### config.mk
export PLATFORM = sky130hd
export DESIGN_NAME = rn_txn_ctrl_flat
export DESIGN_NICKNAME = d
export VERILOG_FILES = /design/src/rtl/rn_txn_ctrl_if.sv /design/src/rtl/rn_txn_ctrl.sv /design/src/flat_wrapper.sv
export SDC_FILE = /design/constraint.sdc
export NUM_CORES = 1
export LEC_CHECK = 0
export BUFFER_PORTS_ARGS = -buffer_cell sky130_fd_sc_hd__buf_2
export CORE_MARGIN = 1.5
export CORE_UTILIZATION = 45
export CTS_BUF_LIST = sky130_fd_sc_hd__clkbuf_16
export DETAILED_ROUTE_END_ITERATION = 7
export GPL_TIMING_DRIVEN = 0
export HOLD_SLACK_MARGIN = 0.1
export PLACE_DENSITY = 0.89
export SYNTH_ARGS = -nofsm -noshare
export SYNTH_HDL_FRONTEND = slang
export SYNTH_SLANG_ARGS = --single-unit
### constraint.sdc
create_clock -name clk -period 4 [get_ports clk]
set_input_delay 0.8 -clock clk [delete_from_list [all_inputs] [get_ports clk]]
set_output_delay 0.8 -clock clk [all_outputs]
set_load 0.01 [all_outputs]
### src/rtl/rn_txn_ctrl_if.sv
// rtl/rn_txn_ctrl_if.sv - command, request, data and response channels of rn_txn_ctrl
//
// Purpose: bundles every handshake channel of the transaction controller.
// Modports:
//   master - the controller side (accepts cpu commands, issues req/dtx, sinks drx, emits rsp)
//   slave  - the environment side (cpu, request target, data target)
// Signals:
//   cpu_valid/cpu_ready, cpu_write, cpu_addr, cpu_wdata   upstream command
//   req_valid/req_ready, req_opcode, req_addr             request channel (write=0, read=1)
//   dtx_valid/dtx_ready, dtx_opcode, dtx_addr, dtx_data   outbound write data
//   drx_valid/drx_ready, drx_opcode, drx_addr, drx_data   inbound read data
//   rsp_valid, rsp_err, rsp_rdata                         completion to upstream
interface rn_txn_ctrl_if #(
  parameter int ADDR_WIDTH = 3,
  parameter int WORD_WIDTH = 8
);
  logic                  cpu_valid;
  logic                  cpu_ready;
  logic                  cpu_write;
  logic [ADDR_WIDTH-1:0] cpu_addr;
  logic [WORD_WIDTH-1:0] cpu_wdata;

  logic                  req_valid;
  logic                  req_ready;
  logic                  req_opcode;
  logic [ADDR_WIDTH-1:0] req_addr;

  logic                  dtx_valid;
  logic                  dtx_ready;
  logic                  dtx_opcode;
  logic [ADDR_WIDTH-1:0] dtx_addr;
  logic [WORD_WIDTH-1:0] dtx_data;

  logic                  drx_valid;
  logic                  drx_ready;
  logic                  drx_opcode;
  logic [ADDR_WIDTH-1:0] drx_addr;
  logic [WORD_WIDTH-1:0] drx_data;

  logic                  rsp_valid;
  logic                  rsp_err;
  logic [WORD_WIDTH-1:0] rsp_rdata;

  modport master (
    input  cpu_valid, cpu_write, cpu_addr, cpu_wdata,
    input  req_ready, dtx_ready,
    input  drx_valid, drx_opcode, drx_addr, drx_data,
    output cpu_ready,
    output req_valid, req_opcode, req_addr,
    output dtx_valid, dtx_opcode, dtx_addr, dtx_data,
    output drx_ready,
    output rsp_valid, rsp_err, rsp_rdata
  );

  modport slave (
    output cpu_valid, cpu_write, cpu_addr, cpu_wdata,
    output req_ready, dtx_ready,
    output drx_valid, drx_opcode, drx_addr, drx_data,
    input  cpu_ready,
    input  req_valid, req_opcode, req_addr,
    input  dtx_valid, dtx_opcode, dtx_addr, dtx_data,
    input  drx_ready,
    input  rsp_valid, rsp_err, rsp_rdata
  );
endinterface

### src/rtl/rn_txn_ctrl.sv
// rtl/rn_txn_ctrl.sv - single-outstanding read/write transaction controller
//
// Purpose: accepts one cpu command at a time, issues it on the request channel,
// moves write data out on dtx or collects read data on drx, then pulses rsp_valid.
// Ports:
//   clk    rising-edge clock
//   rst_n  synchronous active-low reset
//   bus    rn_txn_ctrl_if.master (all handshake channels)
// Optional feature: define RN_TIMEOUT_EN to bound the DATA wait to TIMEOUT_CYCLES
// cycles, after which the transaction completes with rsp_err=1.
module rn_txn_ctrl #(
  parameter int ADDR_WIDTH     = 3,
  parameter int WORD_WIDTH     = 8,
  parameter int TIMEOUT_CYCLES = 15
) (
  input  logic          clk,
  input  logic          rst_n,
  rn_txn_ctrl_if.master bus
);

  if (TIMEOUT_CYCLES < 1 || TIMEOUT_CYCLES > 255) begin : g_timeout_range
    $error("rn_txn_ctrl: TIMEOUT_CYCLES must be within 1..255");
  end

  localparam logic OP_WRITE        = 1'b0;
  localparam logic OP_READ         = 1'b1;
  localparam logic OP_DATA_RECV    = 1'b0;

  typedef enum logic [1:0] {
    S_IDLE = 2'd0,
    S_REQ  = 2'd1,
    S_DATA = 2'd2,
    S_RESP = 2'd3
  } state_t;

  state_t                r_state;
  logic                  r_write;
  logic [ADDR_WIDTH-1:0] r_addr;
  logic [WORD_WIDTH-1:0] r_wdata;

  logic                  r_cpu_ready;
  logic                  r_req_valid;
  logic                  r_dtx_valid;
  logic                  r_drx_ready;
  logic                  r_rsp_valid;
  logic                  r_rsp_err;
  logic [WORD_WIDTH-1:0] r_rsp_rdata;

`ifdef RN_TIMEOUT_EN
  localparam logic [7:0] TO_LAST = 8'(TIMEOUT_CYCLES - 1);
  logic [7:0]            r_to_cnt;
`endif

  // The data-phase handshake: only one of dtx/drx is armed in DATA, chosen by
  // the latched direction, so the other channel's valid/ready is ignored.
  logic w_data_hs;
  logic w_rd_good;

  assign w_data_hs = r_write ? (r_dtx_valid & bus.dtx_ready)
                             : (r_drx_ready & bus.drx_valid);
  assign w_rd_good = (bus.drx_opcode == OP_DATA_RECV) && (bus.drx_addr == r_addr);

  always_ff @(posedge clk) begin
    if (!rst_n) begin
      r_state     <= S_IDLE;
      r_write     <= 1'b0;
      r_addr      <= '0;
      r_wdata     <= '0;
      r_cpu_ready <= 1'b1;
      r_req_valid <= 1'b0;
      r_dtx_valid <= 1'b0;
      r_drx_ready <= 1'b0;
      r_rsp_valid <= 1'b0;
      r_rsp_err   <= 1'b0;
      r_rsp_rdata <= '0;
`ifdef RN_TIMEOUT_EN
      r_to_cnt    <= 8'd0;
`endif
    end else begin
      case (r_state)
        S_IDLE: begin
          r_cpu_ready <= 1'b1;
          if (bus.cpu_valid && r_cpu_ready) begin
            r_write     <= bus.cpu_write;
            r_addr      <= bus.cpu_addr;
            r_wdata     <= bus.cpu_wdata;
            r_cpu_ready <= 1'b0;
            r_req_valid <= 1'b1;
            r_state     <= S_REQ;
          end
        end

        S_REQ: begin
          if (bus.req_ready) begin
            r_req_valid <= 1'b0;
            r_dtx_valid <= r_write;
            r_drx_ready <= ~r_write;
`ifdef RN_TIMEOUT_EN
            r_to_cnt    <= 8'd0;
`endif
            r_state     <= S_DATA;
          end
        end

        S_DATA: begin
          if (w_data_hs) begin
            r_dtx_valid <= 1'b0;
            r_drx_ready <= 1'b0;
            r_rsp_valid <= 1'b1;
            if (r_write) begin
              r_rsp_err   <= 1'b0;
              r_rsp_rdata <= '0;
            end else if (w_rd_good) begin
              r_rsp_err   <= 1'b0;
              r_rsp_rdata <= bus.drx_data;
            end else begin
              r_rsp_err   <= 1'b1;
              r_rsp_rdata <= '0;
            end
            r_state     <= S_RESP;
          end
`ifdef RN_TIMEOUT_EN
          // The counter holds the number of finished idle DATA cycles, so the
          // edge that would bring it to TIMEOUT_CYCLES is the expiry edge.
          else if (r_to_cnt == TO_LAST) begin
            r_dtx_valid <= 1'b0;
            r_drx_ready <= 1'b0;
            r_rsp_valid <= 1'b1;
            r_rsp_err   <= 1'b1;
            r_rsp_rdata <= '0;
            r_state     <= S_RESP;
          end else begin
            r_to_cnt    <= r_to_cnt + 8'd1;
          end
`endif
        end

        S_RESP: begin
          r_rsp_valid <= 1'b0;
          r_cpu_ready <= 1'b1;
          r_state     <= S_IDLE;
        end

        default: begin
          r_state     <= S_IDLE;
          r_cpu_ready <= 1'b1;
          r_req_valid <= 1'b0;
          r_dtx_valid <= 1'b0;
          r_drx_ready <= 1'b0;
          r_rsp_valid <= 1'b0;
        end
      endcase
    end
  end

  assign bus.cpu_ready  = r_cpu_ready;
  assign bus.req_valid  = r_req_valid;
  assign bus.req_opcode = r_write ? OP_WRITE : OP_READ;
  assign bus.req_addr   = r_addr;
  assign bus.dtx_valid  = r_dtx_valid;
  assign bus.dtx_opcode = OP_DATA_RECV;
  assign bus.dtx_addr   = r_addr;
  assign bus.dtx_data   = r_wdata;
  assign bus.drx_ready  = r_drx_ready;
  assign bus.rsp_valid  = r_rsp_valid;
  assign bus.rsp_err    = r_rsp_err;
  assign bus.rsp_rdata  = r_rsp_rdata;

endmodule

### src/flat_wrapper.sv
// flat-port wrapper written by rule: the top's interface ports become plain ports
module rn_txn_ctrl_flat 
#(
  parameter int ADDR_WIDTH     = 3,
  parameter int WORD_WIDTH     = 8,
  parameter int TIMEOUT_CYCLES = 15
)
  (clk, rst_n, bus_cpu_valid, bus_cpu_write, bus_cpu_addr, bus_cpu_wdata, bus_req_ready, bus_dtx_ready, bus_drx_valid, bus_drx_opcode, bus_drx_addr, bus_drx_data, bus_cpu_ready, bus_req_valid, bus_req_opcode, bus_req_addr, bus_dtx_valid, bus_dtx_opcode, bus_dtx_addr, bus_dtx_data, bus_drx_ready, bus_rsp_valid, bus_rsp_err, bus_rsp_rdata);
  rn_txn_ctrl_if #(.ADDR_WIDTH(ADDR_WIDTH), .WORD_WIDTH(WORD_WIDTH)) bus_i ();
  input  logic clk;
  input  logic rst_n;
  input wire logic [$bits(bus_i.cpu_valid)-1:0] bus_cpu_valid;
  input wire logic [$bits(bus_i.cpu_write)-1:0] bus_cpu_write;
  input wire logic [$bits(bus_i.cpu_addr)-1:0] bus_cpu_addr;
  input wire logic [$bits(bus_i.cpu_wdata)-1:0] bus_cpu_wdata;
  input wire logic [$bits(bus_i.req_ready)-1:0] bus_req_ready;
  input wire logic [$bits(bus_i.dtx_ready)-1:0] bus_dtx_ready;
  input wire logic [$bits(bus_i.drx_valid)-1:0] bus_drx_valid;
  input wire logic [$bits(bus_i.drx_opcode)-1:0] bus_drx_opcode;
  input wire logic [$bits(bus_i.drx_addr)-1:0] bus_drx_addr;
  input wire logic [$bits(bus_i.drx_data)-1:0] bus_drx_data;
  output wire logic [$bits(bus_i.cpu_ready)-1:0] bus_cpu_ready;
  output wire logic [$bits(bus_i.req_valid)-1:0] bus_req_valid;
  output wire logic [$bits(bus_i.req_opcode)-1:0] bus_req_opcode;
  output wire logic [$bits(bus_i.req_addr)-1:0] bus_req_addr;
  output wire logic [$bits(bus_i.dtx_valid)-1:0] bus_dtx_valid;
  output wire logic [$bits(bus_i.dtx_opcode)-1:0] bus_dtx_opcode;
  output wire logic [$bits(bus_i.dtx_addr)-1:0] bus_dtx_addr;
  output wire logic [$bits(bus_i.dtx_data)-1:0] bus_dtx_data;
  output wire logic [$bits(bus_i.drx_ready)-1:0] bus_drx_ready;
  output wire logic [$bits(bus_i.rsp_valid)-1:0] bus_rsp_valid;
  output wire logic [$bits(bus_i.rsp_err)-1:0] bus_rsp_err;
  output wire logic [$bits(bus_i.rsp_rdata)-1:0] bus_rsp_rdata;
  assign bus_i.cpu_valid = bus_cpu_valid;
  assign bus_i.cpu_write = bus_cpu_write;
  assign bus_i.cpu_addr = bus_cpu_addr;
  assign bus_i.cpu_wdata = bus_cpu_wdata;
  assign bus_i.req_ready = bus_req_ready;
  assign bus_i.dtx_ready = bus_dtx_ready;
  assign bus_i.drx_valid = bus_drx_valid;
  assign bus_i.drx_opcode = bus_drx_opcode;
  assign bus_i.drx_addr = bus_drx_addr;
  assign bus_i.drx_data = bus_drx_data;
  assign bus_cpu_ready = bus_i.cpu_ready;
  assign bus_req_valid = bus_i.req_valid;
  assign bus_req_opcode = bus_i.req_opcode;
  assign bus_req_addr = bus_i.req_addr;
  assign bus_dtx_valid = bus_i.dtx_valid;
  assign bus_dtx_opcode = bus_i.dtx_opcode;
  assign bus_dtx_addr = bus_i.dtx_addr;
  assign bus_dtx_data = bus_i.dtx_data;
  assign bus_drx_ready = bus_i.drx_ready;
  assign bus_rsp_valid = bus_i.rsp_valid;
  assign bus_rsp_err = bus_i.rsp_err;
  assign bus_rsp_rdata = bus_i.rsp_rdata;
  rn_txn_ctrl #(.ADDR_WIDTH(ADDR_WIDTH), .WORD_WIDTH(WORD_WIDTH), .TIMEOUT_CYCLES(TIMEOUT_CYCLES)) u_core (.clk(clk), .rst_n(rst_n), .bus(bus_i));
endmodule
==> flow_summary_export.csv, run 1 <==
group,metric,value,unit
run_status,status,"finished, final reports clean",
placement,numPortBuffers,58,
power_and_ir_drop,netSwitchingPower,302,uW
route,drt_first_pass_iters,5,
logic_synthesis,synth_edf_count,0,
run,maxCapViolCount,0,
critical_path,cp_data_arrival_time,930,ps
cts,cts.sinks,28,
logic_synthesis,synthDistinctLibCells,30,
logic_synthesis,synth_largest_area_cell,"dfxtp_1",
cts,clockBufferDepth,2,
cts,cts_tree,"built",
final_layout,antenna_cells,0,
logic_synthesis,ys_ff_latch,28,
power_and_ir_drop,ir_drop,0.000480,V
logic_synthesis,synth_top_area_share,45.9,%
placement,place.gp.congestion,0.773,
route,num_vias,1122,
hold_path,hold_depth,2,
logic_synthesis,synth.most_common_cell,"nand2_1",
critical_path,cp-start-kind,"register",
logic_synthesis,syn_avg_cell_area,9.19,sq um
cts,cts_setup_buffers,0,
global_routing,grt_pass1_wl,3830,um
placement,dpl.hpwl,2000,um
route,via_per_inst,4.99,
critical_path,cp-end-kind,"output port",
timing,min_period,1730,ps
critical_path,r2r_slack,2430,ps
route,routed_wl,2560,um
critical_path,crit_type,"reg -> out",
timing,slew_violations,0,
global_routing,grt.total_usage,17.6,%
critical_path,r2r_start,"u_core.r_state[0]$_SDFFE_PN0P_",
timing,fin_tns_setup,0,ps
die,core,2520,sq um
power_and_ir_drop,swShare,33.5,%
die,pin_count,60,
critical_path,reg2reg_to,"u_core.bus.dtx_data[1]$_SDFFE_PN0P_",
logic_synthesis,synth_area,1220,sq um
hold_path,min_path_type,"reg -> reg",
die,die_y,55.1,um
cts,cts-root-buf,"clkbuf_16",
logic_synthesis,yosys-top-cells-area,"dfxtp_1 (46%), nand2_1 (10%), a21boi_0 (8.0%)",
global_routing,grt_overflow,0,
cts,cts_max_level,1,
power_and_ir_drop,p_leak,0.000816,uW
logic_synthesis,synthFlopType,"dfxtp_1",
final_layout,finish.utilization,64.6,%
global_routing,antenna_found_initial,0,
power_and_ir_drop,seqPwrFrac,40.6,%
timing,clock_skew,3.50,ps
timing,min_period_over_period,43.3,%
final_layout,instances_no_fill,225,
logic_synthesis,async_reset_ff_share,0,%
critical_path,crit_required,3200,ps
timing,setup_slack,2270,ps
cts,clk_latency,260,ps
logic_synthesis,synthTopCellsByCount,"nand2_1 (34), dfxtp_1 (28), a21boi_0 (13)",
final_layout,final_nets,230,
placement,pre_cts_slack,2110,ps
power_and_ir_drop,clock_power_share,24.7,%
logic_synthesis,yosysWarnings,0,
timing,fmax,577,MHz
global_routing,grt_pass1_vias,937,
cts,clkTransAtPathRegs,60,ps
route,drt_iter0_drc,16,
timing,setup_viol,0,
timing,final-hold-violation-count,0,
die,initial_core_util,48.5,%
hold_path,min_from,"u_core.bus.dtx_data[3]$_SDFFE_PN0P_",
route,avgRoutedWirePerCell,11.4,um
die,rows,18,
final_layout,drive_gt1_share,41.0,%
die,die_area,3040,sq um
cts,hold_buffers,0,
hold_path,min_to,"u_core.bus.dtx_data[3]$_SDFFE_PN0P_",
cts,post_cts_resized,0,
logic_synthesis,synthCells,133,
die,fp.dieW,55.1,um
power_and_ir_drop,combPwrFrac,34.7,%
power_and_ir_drop,p_per_area,553,nW/um^2
route,drc,0,
logic_synthesis,synth_seq_area_share,45.9,%
final_layout,nFillCells,233,
cts,cts_buffers,3,
placement,placed_cells,221,
timing,rsz0062_at_grt,"false",
route,ant_nets,0,
final_layout,syn2layout_area_growth,33.3,%
critical_path,critPathMaxFanout,6,
critical_path,ff2ff_path_depth,6,
global_routing,grt_max_degree,16,
power_and_ir_drop,internal-power,599,uW
logic_synthesis,syn_nets,167,
## worst max-delay path by stage
stage	from	to	slack, ps	depth (start not counted)
3_3_place_gp	bus_drx_addr[0]	u_core.bus.rsp_rdata[5]$_SDFFE_PN0P_	2110	6
4_1_cts	u_core.r_write$_SDFFE_PN0P_	bus_req_opcode	2260	2
2_1_floorplan	bus_drx_addr[0]	u_core.bus.rsp_rdata[0]$_SDFFE_PN0P_	2330	5
3_5_place_dp	bus_drx_addr[0]	u_core.bus.rsp_rdata[4]$_SDFFE_PN0P_	2110	6
5_1_grt	u_core.r_state[0]$_SDFFE_PN0P_	u_core.bus.dtx_data[1]$_SDFFE_PN0P_	2220	6
6_report	u_core.r_write$_SDFFE_PN0P_	bus_req_opcode	2270	2
## worst max-delay path, stage by stage (launching register included)
cell and delay, ps:
dfxtp_1 420, inv_1 110, buf_2 150
## cells in the final DEF (no fill, tap or decap), types with 2 or more instances in the layout
master,n
buf_2,60
nand2_1,34
dfxtp_1,28
a21boi_0,13
a22o_2,8
inv_1,4
nor2_1,4
ha_1,4
buf_4,4
and3_1,3
nand3_1,3
clkbuf_1,3
xor2_1,3
clkbuf_16,3
nor4b_1,2
a31o_2,2
o21ai_0,2
## area by class of cell
type | instances | area (sq um) | area share (%)
plain buffers | 10 | 62.6 | 3.84
clock buffers | 3 | 75.1 | 4.61
clock inverters | 1 | 3.75 | 0.230
inverters | 4 | 15.0 | 0.922
multi-input cells | 91 | 584 | 35.9
flip-flops and latches | 28 | 561 | 34.4
well taps | 30 | 37.5 | 2.30
repair buffers | 58 | 290 | 17.8
## stage by stage
stage	area, sq um	hold WS, ps	total power (uW)
after global placement	1550	450	679
after global routing	1630	481	969
after detailed placement	1550	456	687
final	1630	461	901
after CTS	1630	466	909
after floorplan	1220	468	585
## cell families (layout without fill, tap and decap cells)
group	count (synthesis)	after routing	synth area share, %
fa+ha+maj	4	4	4.09
xor+xnor	3	3	2.15
mux	1	1	0.819
simple gates	50	50	18.7
flops	28	28	45.9
buf+inv	14	76	6.35
compound gates	32	32	21.7
other cells	1	1	0.307
## layer usage
| layer | share of wire, % | global-route usage, % | routed length (um) |
|---|---|---|---|
| met5 | 0 | 0 | 0 |
| met4 | 1.1 | 4.88 | 27 |
| met3 | 4.7 | 4.84 | 121 |
| met2 | 49 | 28.6 | 1250 |
| met1 | 45 | 22.8 | 1160 |
## power by group through the flow
stage	clock network, uW	registers (uW)	logic (uW)
after floorplan	0	383	202
after global placement	0	370	309
after detailed placement	0	373	315
after CTS	227	366	316
after global routing	239	373	357
final	222	366	313
## sequential cells by signal, indices dropped and copies added, names as in the netlist
name                  count
u_core.bus.cpu_ready      1
u_core.bus.drx_ready      1
u_core.bus.dtx_addr       3
u_core.bus.dtx_data       8
u_core.bus.dtx_valid      1
u_core.bus.req_valid      1
u_core.bus.rsp_err        1
u_core.bus.rsp_rdata      8
u_core.bus.rsp_valid      1
u_core.r_state            2
u_core.r_write            1
No activity file was read; power rests on OpenSTA's default activity.
==> run 2: changes to the inputs <==
--- a/config.mk
+++ b/config.mk
@@ -7,12 +7,12 @@
 export LEC_CHECK = 0
 export BUFFER_PORTS_ARGS = -buffer_cell sky130_fd_sc_hd__buf_2
 export CORE_MARGIN = 1.5
-export CORE_UTILIZATION = 45
+export CORE_UTILIZATION = 40
 export CTS_BUF_LIST = sky130_fd_sc_hd__clkbuf_16
 export DETAILED_ROUTE_END_ITERATION = 7
 export GPL_TIMING_DRIVEN = 0
 export HOLD_SLACK_MARGIN = 0.1
-export PLACE_DENSITY = 0.89
+export PLACE_DENSITY = 0.84
 export SYNTH_ARGS = -nofsm -noshare
 export SYNTH_HDL_FRONTEND = slang
 export SYNTH_SLANG_ARGS = --single-unit
==> constraint.sdc (replaced) <==
create_clock -name clk -period 1.43 [get_ports clk]
set_input_delay 0.286 -clock clk [delete_from_list [all_inputs] [get_ports clk]]
set_output_delay 0.286 -clock clk [all_outputs]
set_load 0.01 [all_outputs]
==> flow_summary_export.csv, run 2 (same netlist as run 1, synthesis figures left out) <==
group,metric,value,unit
global_routing,grt.total_usage,18.5,%
die,rows,19,
placement,numPortBuffers,58,
timing,slew_violations,0,
run_status,status,"finished with violations",
route,via_per_inst,5.10,
final_layout,drive_gt1_share,49.5,%
critical_path,r2r_start,"u_core.bus.dtx_addr[0]$_SDFFE_PN0P_",
critical_path,cp-start-kind,"register",
critical_path,ff2ff_path_depth,4,
critical_path,critPathMaxFanout,8,
timing,final-hold-violation-count,0,
global_routing,antenna_found_initial,0,
hold_path,min_path_type,"in -> reg",
timing,fin_tns_setup,0,ps
final_layout,finish.utilization,62.7,%
final_layout,nFillCells,255,
global_routing,grt_pass1_wl,4810,um
global_routing,grt_max_degree,16,
die,pin_count,60,
power_and_ir_drop,p_total,2820,uW
route,num_vias,1157,
critical_path,cp_data_arrival_time,1580,ps
run_status,violations,"design-rule violations",
cts,clockBufferDepth,2,
global_routing,grt_overflow,0,
route,routed_wl,3000,um
final_layout,multi_input_area,702,sq um
final_layout,final_nets,231,
timing,min_period_over_period,95.9,%
final_layout,regArea,571,sq um
timing,clock_skew,2.82,ps
cts,clk_latency,260,ps
timing,rsz0062_at_grt,"false",
timing,fmax,729,MHz
final_layout,final_common_cell,"buf_2",
critical_path,crit_required,1640,ps
cts,hold_buffers,0,
global_routing,grt_pass1_vias,1130,
critical_path,cp-end-kind,"register",
run,maxCapViolCount,0,
timing,setup_viol,0,
final_layout,antenna_cells,0,
critical_path,setup.worst_path.start,"u_core.bus.dtx_addr[0]$_SDFFE_PN0P_",
cts,cts-root-buf,"clkbuf_16",
die,die_area,3400,sq um
hold_path,hold_depth,2,
route,drc,5,
timing,min_period,1370,ps
cts,cts_tree,"built",
timing,holdWs,237,ps
power_and_ir_drop,p_leak,0.000870,uW
placement,dpl.hpwl,2180,um
cts,clkTransAtPathRegs,60,ps
final_layout,final_cell_mix,"buf_2 (58), nand2_1 (33), dfxtp_1 (24)",
placement,place.gp.congestion,0.803,
hold_path,min_from,"bus_drx_data[6]",
die,fp.dieW,58.3,um
cts,cts_max_level,1,
final_layout,syn2layout_area_growth,45.1,%
die,die_y,58.3,um
route,avgRoutedWirePerCell,13.2,um
cts,cts_buffers,3,
route,drt_iter0_drc,26,
cts,cts.sinks,28,
power_and_ir_drop,p_per_area,1590,nW/um^2
route,drt_first_pass_iters,7,
die,core,2830,sq um
die,initial_core_util,43.2,%
critical_path,crit_type,"reg -> reg",
route,ant_nets,0,
power_and_ir_drop,ir_drop,0.000930,V
==> run 2: metal layers <==
metal	wire (um)	part of all wire, %	global-route usage, %	up-vias
met5	0	0	0	-
met4	21	0.70	4.32	0
met3	152	5.1	4.69	4
met2	1630	54	34.7	36
met1	1200	40	20.5	537
li1	-	-	-	580
==> run 2: what timing repair did <==
action,4_1_cts,5_1_grt
pin swaps,0,4
gates resized for setup,5,25
endpoints found under the setup margin,18,22
setup buffers,1,2
==> run 2: area by class of cell <==
type                       instances  share of cell area, %
inverter                           4                  0.846
timing repair buffer              61                   17.6
clock inverter                     1                  0.212
multi-input combinational         91                   39.6
clock buffer                       3                   4.23
tap                               31                   2.19
sequential                        28                   32.2
buffer                             8                   3.17
==> run 2: path summary, 6_finish.rpt <==
kind / end / slack, ps
setup / recovery: u_core.bus.rsp_rdata[0]$_SDFFE_PN0P_ / 60
hold / removal: u_core.bus.rsp_rdata[6]$_SDFFE_PN0P_ / 240
setup reg to reg: u_core.bus.rsp_rdata[0]$_SDFFE_PN0P_ / 60
hold reg to reg: u_core.bus.dtx_data[3]$_SDFFE_PN0P_ / 460
==> run 2: worst max-delay path, stage by stage (launching register included) <==
cell and delay [ps]:
dfxtp_4 350, xor2_2 180, nor4_4 320, and3_4 310
a22o_2 150
==> run 2: metrics by stage <==
step	cell area (sq um)	worst slack, ps	cells
4_1_cts	1660	5.21	226
3_3_place_gp	1550	-55.5	222
3_5_place_dp	1550	-134	222
6_report	1770	59.1	227
5_1_grt	1770	0.275	227
2_1_floorplan	1220	31.1	133
==> run 2: power breakdown <==
part	switching, uW	internal (uW)
combinational	618	534
clock	249	374
sequential	112	929
total	980	1840
==> run 3: changes to the inputs <==
--- a/config.mk
+++ b/config.mk
@@ -5,6 +5,7 @@
 export SDC_FILE = /design/constraint.sdc
 export NUM_CORES = 1
 export LEC_CHECK = 0
+export ABC_AREA = 1
 export BUFFER_PORTS_ARGS = -buffer_cell sky130_fd_sc_hd__buf_2
 export CORE_MARGIN = 1.5
 export CORE_UTILIZATION = 40
==> flow_summary_export.csv, run 3 <==
group,metric,value,unit
final_layout,final_cell_mix,"buf_2 (59), nand2_1 (28), dfxtp_1 (27)",
die,pin_count,60,
final_layout,final_common_cell,"buf_2",
critical_path,crit_required,1590,ps
logic_synthesis,synth_seq_area_share,45.0,%
global_routing,grt_pass1_vias,1050,
placement,numPortBuffers,58,
cts,cts_max_level,1,
critical_path,r2r_slack,120,ps
critical_path,critPathMaxFanout,10,
critical_path,crit_type,"reg -> reg",
die,die_y,58.8,um
logic_synthesis,synthTopCellsByCount,"dfxtp_1 (28), nand2_1 (28), nor2_1 (22)",
final_layout,regArea,562,sq um
timing,min_period_over_period,91.5,%
route,num_vias,1256,
cts,cts_tree,"built",
cts,cts_buffers,3,
power_and_ir_drop,p_leak,0.000813,uW
final_layout,antenna_cells,0,
global_routing,grt_pass1_wl,4600,um
timing,final-hold-violation-count,0,
timing,fin_tns_setup,0,ps
run_status,status,"finished, final reports clean",
global_routing,grt_max_degree,16,
logic_synthesis,synth_largest_area_cell,"dfxtp_1",
cts,clockBufferDepth,2,
cts,cts.sinks,28,
route,routed_wl,2840,um
final_layout,nFillCells,288,
die,initial_core_util,41.5,%
route,via_per_inst,4.89,
timing,setup_viol,0,
route,avgRoutedWirePerCell,11.1,um
timing,clock_skew,1.89,ps
placement,pre_cts_slack,77.5,ps
logic_synthesis,async_reset_ff_share,0,%
power_and_ir_drop,p_per_area,1740,nW/um^2
hold_path,min_path_type,"in -> reg",
logic_synthesis,yosysWarnings,0,
route,drc,0,
run,maxCapViolCount,0,
hold_path,min_to,"u_core.bus.dtx_data[3]$_SDFFE_PN0P_",
logic_synthesis,synthFlopType,"dfxtp_1",
global_routing,antenna_found_initial,0,
route,ant_nets,0,
power_and_ir_drop,seqPwrFrac,37.7,%
logic_synthesis,synth_area,1240,sq um
final_layout,multi_input_area,584,sq um
final_layout,finish.utilization,55.6,%
global_routing,grt.total_usage,16.8,%
logic_synthesis,ys_ff_latch,28,
cts,hold_buffers,0,
placement,placed_cells,253,
power_and_ir_drop,combPwrFrac,40.2,%
critical_path,cp_data_arrival_time,1470,ps
power_and_ir_drop,netSwitchingPower,1090,uW
timing,setup_slack,122,ps
logic_synthesis,synthCells,162,
power_and_ir_drop,clock_power_share,22.1,%
die,fp.dieW,58.8,um
cts,cts-root-buf,"clkbuf_16",
die,die_area,3460,sq um
power_and_ir_drop,ir_drop,0.00111,V
final_layout,syn2layout_area_growth,34.2,%
logic_synthesis,synthDistinctLibCells,21,
cts,clkTransAtPathRegs,70,ps
critical_path,cp-start-kind,"register",
power_and_ir_drop,internal-power,1820,uW
placement,place.gp.congestion,0.822,
placement,dpl.hpwl,2110,um
die,rows,20,
final_layout,drive_gt1_share,37.5,%
timing,fmax,764,MHz
cts,post_cts_resized,0,
global_routing,grt_overflow,0,
route,drt_first_pass_iters,4,
timing,slew_violations,0,
logic_synthesis,synth_top_area_share,45.0,%
timing,min_period,1310,ps
critical_path,reg2reg_to,"u_core.bus.dtx_data[4]$_SDFFE_PN0P_",
logic_synthesis,syn_avg_cell_area,7.68,sq um
power_and_ir_drop,p_total,2900,uW
logic_synthesis,syn_nets,196,
route,drt_iter0_drc,67,
cts,cts_setup_buffers,0,
final_layout,final_nets,259,
hold_path,min_from,"bus_cpu_wdata[3]",
logic_synthesis,yosys-top-cells-area,"dfxtp_1 (45%), nand2_1 (8.4%), a21oi_1 (8.0%)",
logic_synthesis,synth_edf_count,0,
critical_path,ff2ff_path_depth,8,
critical_path,cp-end-kind,"register",
power_and_ir_drop,swShare,37.4,%
final_layout,instances_no_fill,257,
cts,clk_latency,260,ps
hold_path,hold_depth,3,
die,core,3000,sq um
critical_path,r2r_start,"u_core.r_state[0]$_SDFFE_PN0P_",
[run 3: worst max path at each step]
stage / from / end / slack, ps / cells past startpoint
final: u_core.r_state[0]$_SDFFE_PN0P_ / u_core.bus.dtx_data[4]$_SDFFE_PN0P_ / 120 / 8
after detailed placement: u_core.r_state[1]$_SDFFE_PN0P_ / u_core.bus.dtx_data[1]$_SDFFE_PN0P_ / 80 / 8
after CTS: u_core.r_state[0]$_SDFFE_PN0P_ / u_core.bus.dtx_data[1]$_SDFFE_PN0P_ / 60 / 8
after global placement: u_core.r_state[0]$_SDFFE_PN0P_ / u_core.bus.dtx_data[1]$_SDFFE_PN0P_ / 110 / 8
after global routing: u_core.r_state[0]$_SDFFE_PN0P_ / u_core.bus.dtx_data[5]$_SDFFE_PN0P_ / -0.7 / 7
after floorplan: u_core.r_state[0]$_SDFFE_PN0P_ / u_core.bus.dtx_data[0]$_SDFFE_PN0P_ / 230 / 8
[run 3: cell families after synthesis]
group                      share of synthesized area (%)
and+or+nand+nor                                     27.2
AOI/OAI and AO/OA                                   14.3
DFF                                                 45.0
buffers and inverters                               9.14
adders and majority gates                           4.02
other                                              0.301
[run 3: power groups by stage]
stage	Combinational [uW]	Clock (uW)	Sequential, uW
floorplan	691	0	1170
global placement	1110	0	1110
detailed placement	1120	0	1110
CTS	1130	654	1090
global route	1310	668	1110
finish	1170	641	1090
[run 3: critical path, cell delays in order, from the launching register on]
cell and delay [ps]:
dfxtp_1 330, inv_1 100, ha_2 220, inv_1 60
nor2_2 130, inv_2 80, buf_6 140, nor2_1 90
nor2_1 50
[run 3: cell type report]
class	instances	share of cell area (%)
multi-input cells	110	35.0
flip-flops and latches	28	33.6
repair buffers	58	17.4
clock buffers	3	4.49
inverters	16	3.60
plain buffers	8	3.22
well taps	33	2.47
clock inverters	1	0.225
[run 3: stage by stage]
stage,hold WS [ps],cell area [sq um]
2_1_floorplan,415,1240
3_5_place_dp,444,1580
5_1_grt,248,1670
3_3_place_gp,426,1580
4_1_cts,247,1660
6_report,245,1670
[run 3: metal layers]
layer  track usage (%)  routed length, um
met5                 0                  0
met4              5.84                 45
met3              3.08                159
met2              28.6               1400
met1              21.3               1240
